==> config.mk <==
export PLATFORM = sky130hd
export DESIGN_NAME = ddr2_rank_dispatcher
export DESIGN_NICKNAME = d
export VERILOG_FILES = /design/src/rtl/ddr2_rank_dispatcher.sv
export SDC_FILE = /design/constraint.sdc
export NUM_CORES = 1
export LEC_CHECK = 0
export CAP_MARGIN = 20
export CORE_AREA = 4 4 219 221
export CTS_BUF_LIST = sky130_fd_sc_hd__clkbuf_8
export DETAILED_ROUTE_END_ITERATION = 8
export DIE_AREA = 0 0 223 225
export PLACE_DENSITY_LB_ADDON = 0.05
export SLEW_MARGIN = 20
export SYNTH_ARGS = -nofsm -noshare
export SYNTH_HDL_FRONTEND = slang
export SYNTH_SLANG_ARGS = --single-unit
==> constraint.sdc <==
create_clock -name CLK -period 8.2 [get_ports CLK]
set_clock_uncertainty 0.2 [all_clocks]
set_input_delay 1.64 -clock CLK [delete_from_list [all_inputs] [get_ports CLK]]
set_output_delay 1.64 -clock CLK [all_outputs]
set_load 0.1 [all_outputs]
==> src/rtl/ddr2_rank_dispatcher.sv <==
// ddr2_rank_dispatcher
//
// Steers host commands to NUM_RANKS per-rank DDR2 controller cores and
// merges read data back to the host strictly in issue order.
//
// Ports:
//   CLK, RESET_N                  clock, asynchronous active-low reset
//   CMD, SZ, ADDR, cmd_put        host command channel; ADDR MSBs pick the rank
//   DIN, put_dataFIFO             host write data, strobe steered by ADDR rank
//   FETCHING                      host can take read data this cycle
//   NOTFULL                       a cmd_put this cycle will be accepted
//   READY                         all cores ready
//   DOUT, RADDR, VALIDOUT         merged read return, rank restored in RADDR
//   OUTSTANDING                   reads accepted but not fully returned
//   ERR_OVF                       sticky: a command was dropped
//   R_*                           flattened per-rank core interface, rank 0 in LSBs
module ddr2_rank_dispatcher #(
  parameter int          HOST_ADDR_WIDTH = 26,
  parameter int          ADDR_WIDTH      = 25,
  parameter int          RANK_BITS       = 1,
  parameter int          DATA_WIDTH      = 64,
  parameter int          QDEPTH          = 4,
  parameter int          TAG_DEPTH       = 16,
  parameter logic [2:0]  CMD_READ        = 3'b001,
  localparam int         NUM_RANKS       = 2 ** RANK_BITS,
  localparam int         OCW             = $clog2(TAG_DEPTH) + 1
) (
  input  logic                             CLK,
  input  logic                             RESET_N,
  input  logic [2:0]                       CMD,
  input  logic [1:0]                       SZ,
  input  logic [HOST_ADDR_WIDTH-1:0]       ADDR,
  input  logic                             cmd_put,
  input  logic [DATA_WIDTH-1:0]            DIN,
  input  logic                             put_dataFIFO,
  input  logic                             FETCHING,
  output logic                             NOTFULL,
  output logic                             READY,
  output logic [DATA_WIDTH-1:0]            DOUT,
  output logic [HOST_ADDR_WIDTH-1:0]       RADDR,
  output logic                             VALIDOUT,
  output logic [OCW-1:0]                   OUTSTANDING,
  output logic                             ERR_OVF,
  output logic [NUM_RANKS*3-1:0]           R_CMD,
  output logic [NUM_RANKS*2-1:0]           R_SZ,
  output logic [NUM_RANKS*ADDR_WIDTH-1:0]  R_ADDR,
  output logic [NUM_RANKS-1:0]             R_cmd_put,
  input  logic [NUM_RANKS-1:0]             R_READY,
  output logic [NUM_RANKS*DATA_WIDTH-1:0]  R_DIN,
  output logic [NUM_RANKS-1:0]             R_put_dataFIFO,
  output logic [NUM_RANKS-1:0]             R_FETCHING,
  input  logic [NUM_RANKS*DATA_WIDTH-1:0]  R_DOUT,
  input  logic [NUM_RANKS*ADDR_WIDTH-1:0]  R_RADDR,
  input  logic [NUM_RANKS-1:0]             R_VALIDOUT
);

  localparam int QPW = $clog2(QDEPTH);
  localparam int QCW = QPW + 1;
  localparam int TPW = $clog2(TAG_DEPTH);

  typedef enum logic [1:0] {ST_IDLE, ST_ISSUE, ST_HOLD} disp_state_t;

  typedef struct packed {
    logic [2:0]            cmd;
    logic [1:0]            sz;
    logic [ADDR_WIDTH-1:0] addr;
  } cmd_entry_t;

  typedef struct packed {
    logic [RANK_BITS-1:0] rank;
    logic [1:0]           sz;
  } tag_entry_t;

  // ---------------- host command decode / admission ----------------
  logic [RANK_BITS-1:0] in_rank;
  logic [QCW-1:0]       q_count [NUM_RANKS];
  logic [OCW-1:0]       tag_count;
  logic                 is_read, accept, tag_push;
  cmd_entry_t           new_entry;

  assign in_rank   = ADDR[HOST_ADDR_WIDTH-1 -: RANK_BITS];
  assign is_read   = (CMD == CMD_READ);
  // Admission uses registered counts only, so a pop in this cycle never helps.
  assign NOTFULL   = (q_count[in_rank] < QCW'(QDEPTH)) &&
                     (!is_read || (tag_count < OCW'(TAG_DEPTH)));
  assign accept    = cmd_put && NOTFULL;
  assign tag_push  = accept && is_read;
  assign new_entry = '{cmd: CMD, sz: SZ, addr: ADDR[ADDR_WIDTH-1:0]};

  assign READY = &R_READY;
  assign R_DIN = {NUM_RANKS{DIN}};

  // NOTE: sequential state is updated with non-blocking (<=) assignments so
  // every register samples pre-edge values regardless of block ordering.
  always_ff @(posedge CLK or negedge RESET_N) begin
    if (!RESET_N)                ERR_OVF <= 1'b0;
    else if (cmd_put && !NOTFULL) ERR_OVF <= 1'b1;
  end

  // ---------------- per-rank queue and dispatch FSM ----------------
  for (genvar r = 0; r < NUM_RANKS; r++) begin : g_rank
    cmd_entry_t     mem [QDEPTH];
    cmd_entry_t     head;
    logic [QPW-1:0] wr_ptr, rd_ptr;
    logic [QCW-1:0] count;
    logic           push, pop;
    disp_state_t    state, state_next;

    assign push = accept && (in_rank == RANK_BITS'(r));
    assign pop  = (state == ST_ISSUE);
    assign head = mem[rd_ptr];

    // NOTE: the queue storage has no reset; validity is tracked solely by the
    // pointers and count, which are reset.
    always_ff @(posedge CLK) begin
      if (push) mem[wr_ptr] <= new_entry;
    end

    always_ff @(posedge CLK or negedge RESET_N) begin
      if (!RESET_N) begin
        wr_ptr <= '0;
        rd_ptr <= '0;
        count  <= '0;
        state  <= ST_IDLE;
      end else begin
        state <= state_next;
        if (push) wr_ptr <= wr_ptr + 1'b1;
        if (pop)  rd_ptr <= rd_ptr + 1'b1;
        case ({push, pop})
          2'b10:   count <= count + 1'b1;
          2'b01:   count <= count - 1'b1;
          default: count <= count;
        endcase
      end
    end

    // NOTE: next-state defaults to the current state before the case so no
    // path leaves it unassigned (no latch).
    always_comb begin
      state_next = state;
      case (state)
        ST_IDLE:  if ((count != '0) && R_READY[r]) state_next = ST_ISSUE;
        ST_ISSUE: state_next = ST_HOLD;   // head popped this cycle
        ST_HOLD:  state_next = ST_IDLE;   // covers the core's READY lag
        default:  state_next = ST_IDLE;
      endcase
    end

    assign q_count[r]                         = count;
    assign R_cmd_put[r]                       = (state == ST_ISSUE);
    assign R_CMD[r*3 +: 3]                    = head.cmd;
    assign R_SZ[r*2 +: 2]                     = head.sz;
    assign R_ADDR[r*ADDR_WIDTH +: ADDR_WIDTH] = head.addr;
    assign R_put_dataFIFO[r]                  = put_dataFIFO && (in_rank == RANK_BITS'(r));
  end

  // ---------------- in-order read merge ----------------
  tag_entry_t           tag_mem [TAG_DEPTH];
  tag_entry_t           head_tag;
  logic [TPW-1:0]       tag_wr, tag_rd;
  logic [5:0]           beat_cnt;
  logic [2:0]           sz_plus1;
  logic                 tv, loaded, last_beat;
  logic [RANK_BITS-1:0] head;

  assign head_tag    = tag_mem[tag_rd];
  assign head        = head_tag.rank;
  assign tv          = (tag_count != '0);
  // A zero count means the head's burst length is not loaded yet: this is the
  // single bubble cycle at every head change.
  assign loaded      = (beat_cnt != '0);
  assign VALIDOUT    = tv && loaded && R_VALIDOUT[head] && FETCHING;
  assign last_beat   = VALIDOUT && (beat_cnt == 6'd1);
  assign sz_plus1    = {1'b0, head_tag.sz} + 3'd1;
  assign OUTSTANDING = tag_count;

  always_comb begin
    R_FETCHING = '0;
    DOUT       = '0;
    RADDR      = '0;
    for (int r = 0; r < NUM_RANKS; r++) begin
      if (head == RANK_BITS'(r)) begin
        R_FETCHING[r] = FETCHING && tv && loaded;
        DOUT          = R_DOUT[r*DATA_WIDTH +: DATA_WIDTH];
        RADDR         = {head, R_RADDR[r*ADDR_WIDTH +: ADDR_WIDTH]};
      end
    end
  end

  always_ff @(posedge CLK) begin
    if (tag_push) tag_mem[tag_wr] <= '{rank: in_rank, sz: SZ};
  end

  always_ff @(posedge CLK or negedge RESET_N) begin
    if (!RESET_N) begin
      tag_wr    <= '0;
      tag_rd    <= '0;
      tag_count <= '0;
      beat_cnt  <= '0;
    end else begin
      if (tag_push)  tag_wr <= tag_wr + 1'b1;
      if (last_beat) tag_rd <= tag_rd + 1'b1;
      case ({tag_push, last_beat})
        2'b10:   tag_count <= tag_count + 1'b1;
        2'b01:   tag_count <= tag_count - 1'b1;
        default: tag_count <= tag_count;
      endcase
      if (tv && !loaded) beat_cnt <= {sz_plus1, 3'b000};
      else if (VALIDOUT) beat_cnt <= beat_cnt - 1'b1;
    end
  end

endmodule

==> key figures <==
Outcome
  • Status: complete, no violations

Clock network
  • Clock slew at reported path FFs: roughly 0.06 ns
  • Total CTS buffers: 53
  • Post_cts resized: 0
  • Clock sink count: roughly 330
  • Worst-Skew Late Latency: 0.58 ns
  • Htree depth: 2
  • TritonCTS clock tree: yes
  • Cts hold-fix bufs: 0
  • Longest Clk Path Bufs: 3
  • Root Buffer: clkbuf_8
  • Post-CTS Setup Bufs: 0

Placement
  • Cells after DPL: approximately 1,700
  • DPL Wire Length: between 40 and 50 mm
  • Port Buffers: approximately 380
  • GP Congestion: around 0.84

Finish
  • Layout fillers: approximately 4,200
  • Footprint of the multi-input gates: about 4000 sq um
  • Register area: roughly 9600 sq um
  • Share of layout cells above drive strength 1: about a fifth
  • Area grow syn2layout: 30.84%
  • Non-filler cells, final: between 1,500 and 2,000
  • Nets: 1,443
  • Most frequent cells in the layout: clkdlybuf4s50_1 (380), edfxtp_1 (288), mux2_2 (91)
  • Commonest non-fill, non-tap cell in the layout: clkdlybuf4s50_1

Timing
  • Worst-margin pin slew: between 1 and 1.5 ns
  • Crit share post-route: 80.33%
  • Number of setup violations in the final report: 0
  • Final Hold Violating Endpoints: 0
  • Fin. max-slew vios: 0
  • Unrepaired setup endpoints after global routing: false
  • Min Clock Period, post-route: ~6.6 ns
  • Fmax: approximately 150 MHz
  • Setup TNS: 0 ns
  • Slew Limit Headroom: 25.48%

Synth
  • Syn Nets: 1,160
  • Synth top area cells: edfxtp_1 (59%), mux4_2 (11%), mux2_2 (7.0%), buf_4 (6.7%), dfrtp_1 (6.5%)
  • Async SR Flop Fraction: between 10% and 20%
  • Top_reg_cell synth: edfxtp_1
  • Synthesized area: between 10,000 and 15,000 sq um
  • Gate count of the mapped netlist: 853
  • Post-synth top area share: between 50 and 60%
  • Avg Inst Size Synth: around 17 sq um
  • Post-synth EDFFs: 288
  • Yosys warns: 0
  • Synth cell types: 43
  • Seq cells post-synth: ~330
  • Register area share after synthesis: 65.13%
  • Synth area leader: edfxtp_1

Critical path
  • RR Startpoint: tag_rd[0]$_DFFE_PN0P_
  • Worst setup path class: reg -> out
  • Worst Reg-to-Reg Cells: 14
  • Critical path, cell by cell: buf_4 -> mux4_2 -> a22o_1 -> or2_4 -> buf_4 -> mux2_2 -> clkdlybuf4s50_1
  • Crit path DAT: 4.75 ns
  • R2r setup slk: 3.72 ns
  • Most frequent cell on the critical path: buf_4
  • Critical Path Fanout Max: 60
  • Setup crit start kind: flop
  • Worst setup path start: tag_rd[0]$_DFFE_PN0P_
  • CP max stage delay: 1.16 ns
  • Slowest cell on crit path: clkdlybuf4s50_1
  • Critical path required time: 6.36 ns
  • CP endpoint kind: output pin
  • CP endpoint: RADDR[19]
  • Worst r2r dst: OUTSTANDING[4]$_DFFE_PN0P_

Floorplanning
  • Initial core utilization: between 30% and 40%
  • Core Area: 46,160 sq um
  • Chip width: about 220 um
  • Rows: 79
  • Chip height: ~230 um
  • IO Count: between 500 and 600
  • Die area: approximately 50,000 sq um

Route
  • Final WL: 52.65 mm
  • DRC: 0
  • Initial DRC Count: between 400 and 500
  • Wire per inst: between 20 and 30 um
  • Via count: approximately 8,400
  • TritonRoute pass-1 iters: 4
  • Post-DR vias/cell: about 4.7
  • Post-route ant nets: 0

Power
  • Share of power burned in registers: 31.2%
  • Power Internal: approximately 3.6 mW
  • Clk pwr share: 17.7%
  • P_sw: 3.418 mW
  • Logic gate share of total power: 51.2%
  • Max IR drop VDD: 0.2745 mV
  • Sw frac: 48.46%
  • Pwr/cell area: 365.7 nW/um^2
  • Static leakage: around 6.6 nW

Global route
  • M3 GR Usage: just over 10%
  • Vias in the first global route: 8,822
  • GR peak layer: met2
  • Met2 usage: around 29%
  • Grt total ovfl: 0
  • M1 GR Usage: a little over a quarter
  • Initial antenna violation count: 39
  • First-pass GRT wire length: 71.06 mm
  • Pin count of the biggest net entering global routing: 61
  • Total GRT Usage: 20.17%

Run
  • Max-Cap Viols: 0

Hold path
  • Worst hold-check path type: reg -> reg
## kinds of logic after synthesis
family / synth area share, %
AND/OR/NAND/NOR: 2.895
AO/OA/AOI/OAI: 1.460
flip-flops: 65.13
XOR/XNOR: 1.367
adder cells (fa/ha/maj): 2.275
multiplexers: 18.54
buffers and inverters: 8.336
## how the worst min path moves through the flow
stage / startpoint / end / slack [ns] / depth (start not counted)
after global routing: g_rank[1].state[0]$_DFFE_PN0P_ / g_rank[1].state[0]$_DFFE_PN0P_ / 0.27 / 1
after floorplan: g_rank[0].state[0]$_DFFE_PN0P_ / g_rank[0].state[0]$_DFFE_PN0P_ / 0.22 / 1
after CTS: g_rank[1].state[0]$_DFFE_PN0P_ / g_rank[1].state[0]$_DFFE_PN0P_ / 0.25 / 1
after detailed placement: g_rank[1].state[0]$_DFFE_PN0P_ / g_rank[1].state[0]$_DFFE_PN0P_ / 0.24 / 1
after global placement: g_rank[0].state[0]$_DFFE_PN0P_ / g_rank[0].state[0]$_DFFE_PN0P_ / 0.23 / 1
final: g_rank[1].state[0]$_DFFE_PN0P_ / g_rank[1].state[0]$_DFFE_PN0P_ / 0.24 / 1
## power groups by stage
stage	clock, mW	combinational [mW]	sequential [mW]
6_report	1.25	3.61	2.20
3_3_place_gp	0	3.66	2.24
2_1_floorplan	0	3.09	2.16
3_5_place_dp	0	3.66	2.24
5_1_grt	1.38	3.75	2.23
4_1_cts	1.30	3.66	2.21
## synthesized netlist by cell type (2+ instances only)
master    count
or4_1         2
fa_1          3
a211o_1       2
a2111o_1      2
nor4b_1       2
clkbuf_1      9
o211ai_1      2
and3_1        2
nor3b_1       2
a22o_1        2
buf_1        13
mux4_2       74
xnor2_1      13
nor2b_1      10
edfxtp_1    288
ha_1         22
a21oi_1       3
a211oi_1      4
nor2_1       28
mux2_2       91
or3_1         2
nand3_1       3
buf_2        10
buf_4       131
mux2i_1       3
nand2b_1      2
a21o_1        2
xor2_1       10
and2_1        7
dfrtp_1      38
inv_1        30
o21ai_0       7
nand2_1      18
nor3_1        7
## worst max-delay path: cells and delay by family (launching register included)
| family | cells | cell delay [ns] |
|---|---|---|
| buf+inv | 3 | 1.84 |
| flops | 1 | 0.73 |
| mux | 2 | 0.78 |
| compound gates | 1 | 0.25 |
| simple gates | 1 | 0.50 |
## state kept, by name (all words and copies together), names as in the netlist
| register | cells |
|---|---|
| g_rank.state | 4 |
| tag_mem | 48 |
| beat_cnt | 6 |
| g_rank.rd_ptr | 4 |
| g_rank.wr_ptr | 4 |
| ERR_OVF | 1 |
| g_rank.count | 6 |
| tag_wr | 4 |
| tag_rd | 4 |
| g_rank.mem | 240 |
| OUTSTANDING | 5 |
## through the flow
stage	hold WS [ns]	setup WS [ns]	util, %	instance area, sq um	power (mW)
6_report	0.2417	1.613	41.78	19280	7.053
5_1_grt	0.2739	1.367	41.68	19240	7.357
4_1_cts	0.2467	1.506	41.67	19230	7.174
3_5_place_dp	0.2408	1.954	39.66	18310	5.896
3_3_place_gp	0.2337	1.946	39.67	18310	5.899
2_1_floorplan	0.2175	1.144	-	14740	5.253
## metal layers
metal  routed length (um)  vias up
li1                     -     3716
met3                 6220      141
met2                22660      396
met5                  143        -
met1                22230     4113
met4                 1392       20
## final cells by class
class	instances	area share, %
Sequential cell	326	49.80
Multi-Input combinational cell	334	20.48
Timing Repair Buffer	391	20.14
Tap cell	607	3.938
Clock buffer	55	3.925
Clock inverter	40	0.8889
Inverter	30	0.5839
Antenna cell	19	0.2465
Power figures use the tool's default switching activity.
